## src/rtl/r_pkt_fifo.sv

```systemverilog
// rtl/r_pkt_fifo.sv - per-destination router packet FIFO
// Flag-tagged byte storage with packet tracking, read-side strobes and sticky errors.
module r_pkt_fifo #(
  parameter int DATA_WIDTH = 8,
  parameter int DEPTH      = 16,
  parameter int LEN_MSB    = 7,
  parameter int LEN_LSB    = 2,
  parameter int AFULL_TH   = DEPTH - 2,
  parameter int AEMPTY_TH  = 2
) (
  input  logic                    clk,
  input  logic                    reset,
  input  logic                    soft_reset,
  input  logic                    write_enb,
  input  logic                    sof_in,
  input  logic [DATA_WIDTH-1:0]   data_in,
  input  logic                    read_enb,
  output logic [DATA_WIDTH-1:0]   data_out,
  output logic                    dout_valid,
  output logic                    dout_sof,
  output logic                    dout_eop,
  output logic                    full,
  output logic                    empty,
  output logic                    almost_full,
  output logic                    almost_empty,
  output logic [$clog2(DEPTH):0]  count,
  output logic [$clog2(DEPTH):0]  pkt_count,
  output logic                    overflow_err,
  output logic                    orphan_err
);

  localparam int AW = $clog2(DEPTH);
  localparam int PW = AW + 1;
  localparam int LW = LEN_MSB - LEN_LSB + 1;
  localparam int RW = LW + 1;
  localparam logic [PW-1:0] AFULL_C  = PW'(AFULL_TH);
  localparam logic [PW-1:0] AEMPTY_C = PW'(AEMPTY_TH);

  logic [DATA_WIDTH:0]  mem [DEPTH];
  logic [PW-1:0]        wr_ptr;
  logic [PW-1:0]        rd_ptr;
  logic [RW-1:0]        rem;
  logic [DATA_WIDTH:0]  rd_word;
  logic                 rd_flag;
  logic [LW-1:0]        rd_len;
  logic                 do_wr;
  logic                 do_rd;
  logic                 pkt_inc;
  logic                 pkt_dec;

  assign full  = (wr_ptr[AW] != rd_ptr[AW]) && (wr_ptr[AW-1:0] == rd_ptr[AW-1:0]);
  assign empty = (wr_ptr == rd_ptr);
  assign count = wr_ptr - rd_ptr;

  assign almost_full  = (count >= AFULL_C);
  assign almost_empty = (count <= AEMPTY_C);

  // Full/empty come from pre-edge pointers, so a read never frees room for a same-cycle write.
  assign do_wr = write_enb && !full;
  assign do_rd = read_enb && !empty;

  assign rd_word = mem[rd_ptr[AW-1:0]];
  assign rd_flag = rd_word[DATA_WIDTH];
  assign rd_len  = rd_word[LEN_MSB:LEN_LSB];

  assign pkt_inc = do_wr && sof_in;
  assign pkt_dec = do_rd && rd_flag;

  always_ff @(posedge clk) begin
    if (!reset && !soft_reset && do_wr) begin
      mem[wr_ptr[AW-1:0]] <= {sof_in, data_in};
    end
  end

  always_ff @(posedge clk) begin
    if (reset) begin
      wr_ptr       <= '0;
      rd_ptr       <= '0;
      pkt_count    <= '0;
      rem          <= '0;
      data_out     <= '0;
      dout_valid   <= 1'b0;
      dout_sof     <= 1'b0;
      dout_eop     <= 1'b0;
      overflow_err <= 1'b0;
      orphan_err   <= 1'b0;
    end else if (soft_reset) begin
      wr_ptr     <= '0;
      rd_ptr     <= '0;
      pkt_count  <= '0;
      rem        <= '0;
      data_out   <= '0;
      dout_valid <= 1'b0;
      dout_sof   <= 1'b0;
      dout_eop   <= 1'b0;
    end else begin
      if (do_wr) begin
        wr_ptr <= wr_ptr + PW'(1);
      end
      if (write_enb && full) begin
        overflow_err <= 1'b1;
      end

      case ({pkt_inc, pkt_dec})
        2'b10:   pkt_count <= pkt_count + PW'(1);
        2'b01:   pkt_count <= pkt_count - PW'(1);
        default: pkt_count <= pkt_count;
      endcase

      dout_valid <= do_rd;
      dout_sof   <= 1'b0;
      dout_eop   <= 1'b0;
      if (do_rd) begin
        rd_ptr   <= rd_ptr + PW'(1);
        data_out <= rd_word[DATA_WIDTH-1:0];
        if (rd_flag) begin
          // A header always restarts the count, even if the previous packet was cut short.
          rem      <= RW'(rd_len) + RW'(1);
          dout_sof <= 1'b1;
        end else if (rem != '0) begin
          rem      <= rem - RW'(1);
          dout_eop <= (rem == RW'(1));
        end else begin
          orphan_err <= 1'b1;
        end
      end
    end
  end

endmodule
```

## config.mk

```make
export PLATFORM = sky130hd
export DESIGN_NAME = r_pkt_fifo
export DESIGN_NICKNAME = d
export VERILOG_FILES = /design/src/rtl/r_pkt_fifo.sv
export SDC_FILE = /design/constraint.sdc
export NUM_CORES = 1
export LEC_CHECK = 0
export ABC_AREA = 1
export CORE_ASPECT_RATIO = 0.5
export CORE_UTILIZATION = 60
export CTS_CLUSTER_DIAMETER = 150
export DETAILED_ROUTE_END_ITERATION = 16
export PLACE_DENSITY_LB_ADDON = 0.25
export RECOVER_POWER = 25
export SYNTH_ARGS = -nofsm -noshare
export SYNTH_HDL_FRONTEND = slang
export SYNTH_SLANG_ARGS = --single-unit
```

## constraint.sdc

```tcl
create_clock -name clk -period 3.15 [get_ports clk]
set_input_delay 0.63 -clock clk [delete_from_list [all_inputs] [get_ports clk]]
set_output_delay 0.63 -clock clk [all_outputs]
set_load 0.02 [all_outputs]
```

==> summary.md, run 1 <==
| Metric | Value |
|---|---|
| Status | `completed` |
| Layout fillers | `857` |
| Setup TNS Final | `0 ns` |
| Worst VDD drop | `0.422 mV` |
| Worst min-delay path class | `reg2reg` |
| Total global routing overflow | `0` |
| Final estimated routing congestion in global placement | `0.845` |
| Most common cell in the netlist | `nand2_1` |
| Synthesized area | `8070 sq um` |
| Core Area | `12900 sq um` |
| Synth unique cells | `38` |
| Routed wire length | `18400 um` |
| Die W | `166 um` |
| Critical path capture point type | `output port` |
| Slew Viols, Final | `0` |
| Post-Syn Nets | `815` |
| Total of max-cap violations | `0` |
| Reg2Reg Depth | `17` |
| Clk_lat worst skew | `0.43 ns` |
| Pre-Repair DR Iteration Count | `6` |
| Post-detailed-route count of antenna-violating nets | `0` |
| Startpoint types | `flip-flop` |
| Top post-synthesis cells by area | `edfxtp_1, dfxtp_1, nand2_1, nand3_1, inv_1` |
| Relative slew slack | `0.578` |
| R2R Setup Slk | `0.26 ns` |
| Req. time, crit path | `2.52 ns` |
| Yosys top cell by area | `edfxtp_1` |
| GR Util All Layers | `0.284` |
| Initial core utilization | `0.627` |
| Min-delay src | `orphan_err` |
| Max FO, Critical Path | `5` |
| CTS tree | `built` |
| H-Tree Depth | `4` |
| Pin count of the biggest net entering global routing | `31` |
| Hold Crit Endpoint | `orphan_err` |
| Vias per cell | `5.65` |
| Syn Inst Count | `784` |
| #FFs+latches synth | `183` |
| Vias | `5824` |
| Seq/Total Area, Yosys | `0.632` |
| Row count | `29` |
| Top_reg_cell synth | `edfxtp_1` |
| Setup violators final | `0` |
| Hold Fails Final Rpt | `0` |
| Minimum clock period | `2.92 ns` |
| Initial DRC Count | `548` |
| RSZ-0062 raised after global routing | `false` |
| Port Buffers | `40` |
| Share of async-settable or async-resettable flops after synthesis | `0` |
| Synth cell count leaders | `nand2_1, edfxtp_1, nand3_1, inv_1, nor2_1` |
| Clock-pin slew on the worst setup and hold paths | `0.06 ns` |
| Clk_skew | `0.0108 ns` |
| Non-Filler Cell Area, Final | `9330 sq um` |
| Ratio of cells with drive above 1 in the final layout | `0.105` |
| Slew @ Worst Pin | `0.631 ns` |
| NumNets Final | `880` |
| CTS buffer count | `17` |
| Die ar. | `13900 sq um` |
| Wire per inst | `17.8 um` |
| Synthesized area per cell | `10.3 sq um` |
| Tcrit/Tclk final | `0.928` |
| Area post-placement | `8760 sq um` |
| Multi-input logic area | `2440 sq um` |
| Pleak | `3.72 nW` |
| Crit path kind | `reg2out` |
| Clk sinks | `183` |
| CTS root buf | `clkbuf_16` |
| Vias in the first global route | `5759` |
| CTS max path bufs | `2` |
| ANT cells | `0` |
| Worst hold stages | `2` |
| First-pass GRT wire length | `29500 um` |
| Peak Freq | `0.342 GHz` |
| DRC Markers | `0` |
| Layout area overhead | `15.6%` |
| Crit path arrival time | `2.29 ns` |
| Ports | `41` |
| Top cell type's share of synthesized area | `0.536` |
| Final Total Pwr | `5.05 mW` |
| Worst reg2reg endpoint | `pkt_count[4]` |
| Antenna violations before repair | `0` |
| Post-DP HPWL | `11800 um` |
| Post-synth EDFFs | `144` |
| Pwr dens | `541 nW/um^2` |
| Die Y | `84.0 um` |
| Cells after DPL | `1000` |
| Storage element area | `5110 sq um` |
| Final std cells w/o fill | `1031` |
| Yosys warnings | `0` |
routing by layer:
layer,track usage,part of all wire
met1,0.386,0.43
met2,0.446,0.45
met3,0.0811,0.10
met4,0.0884,0.017
met5,0,0
layout make-up:
type / count / area share
timing repair buffer: 77 / 0.0728
sequential: 183 / 0.547
tap: 170 / 0.0228
clock buffer: 20 / 0.0468
multi-input combinational: 483 / 0.261
inverter: 87 / 0.0353
clock inverter: 11 / 0.0135
worst max-delay path, stage by stage, from the launching register on:
cell and delay (ns):
dfxtp_1 0.36, inv_1 0.07, ha_1 0.36, a21oi_1 0.15, nand2_1 0.07, xor2_1 0.14
inv_1 0.10, clkdlybuf4s50_1 0.61
placed cells by master, fill, tap and decap left out, drive strengths merged, types with 5 or more instances in the layout:
cell,netlist,routed
edfxtp,144,144
ha,16,16
nand3,86,86
xor2,11,11
clkinv,1,6
inv,86,87
nor2,81,81
nand2,177,177
dlygate4sd3,0,6
clkbuf,6,22
buf,25,37
dfxtp,39,39
clkdlybuf4s50,0,30
o21ai,51,51
a21oi,20,20
o221ai,6,6
nor3,5,5
o211ai,13,13
sequential cells by signal, indices dropped and copies added (netlist names), named ones only:
register,cells
overflow_err,1
rd_ptr,5
data_out,8
pkt_count,5
dout_sof,1
dout_eop,1
rem,7
wr_ptr,5
orphan_err,1
dout_valid,1
mem,144
logic make-up (layout without fill, tap and decap cells):
family,count (synthesis),count (layout),share of synthesized area
flip-flops,183,183,0.632
XOR/XNOR,14,14,0.0152
AND/OR/NAND/NOR,352,352,0.185
buffers and inverters,118,195,0.0676
adder cells (fa/ha/maj),17,17,0.0273
AO/OA/AOI/OAI,100,100,0.0724
timing repair:
item	4_1_cts	5_1_grt
gates resized for setup	6	9
setup endpoints to repair	3	5
setup buffers	0	0
hold buffers	0	0
endpoints found under the hold margin	0	0
pin swaps	1	1
worst max-delay path by stage:
stage	startpoint	endpoint	slack, ns	cells after the start
after detailed placement	wr_ptr[0]	almost_empty	0.13	9
after global placement	wr_ptr[0]	almost_empty	0.20	9
final	rd_ptr[2]	count[3]	0.23	7
after global routing	flip-flop	pkt_count[4]	0.02	17
after floorplan	wr_ptr[0]	almost_empty	0.25	8
after CTS	wr_ptr[0]	almost_empty	0.008	9
stage by stage:
stage	setup WS (ns)	hold WS, ns	utilization
after global routing	0.0167	0.529	0.724
final	0.228	0.476	0.724
after CTS	0.00780	0.481	0.724
after floorplan	0.249	0.450	-
after detailed placement	0.135	0.464	0.680
after global placement	0.198	0.451	0.680
where the power goes:
part | internal (mW) | switching, mW
Sequential | 2.62 | 0.0139
Combinational | 0.121 | 0.236
Clock | 1.17 | 0.892
Note: power is estimated with default switching activity, not from simulation.
==> run 2: changes to the inputs <==
--- a/config.mk
+++ b/config.mk
@@ -6,12 +6,14 @@
 export NUM_CORES = 1
 export LEC_CHECK = 0
 export ABC_AREA = 1
+export CAP_MARGIN = 0
 export CORE_ASPECT_RATIO = 0.5
 export CORE_UTILIZATION = 60
 export CTS_CLUSTER_DIAMETER = 150
 export DETAILED_ROUTE_END_ITERATION = 16
 export PLACE_DENSITY_LB_ADDON = 0.25
 export RECOVER_POWER = 25
+export SLEW_MARGIN = 30
 export SYNTH_ARGS = -nofsm -noshare
 export SYNTH_HDL_FRONTEND = slang
 export SYNTH_SLANG_ARGS = --single-unit
==> results of run 2 <==
The final DEF is identical to that of run 1; final timing and power are the same.
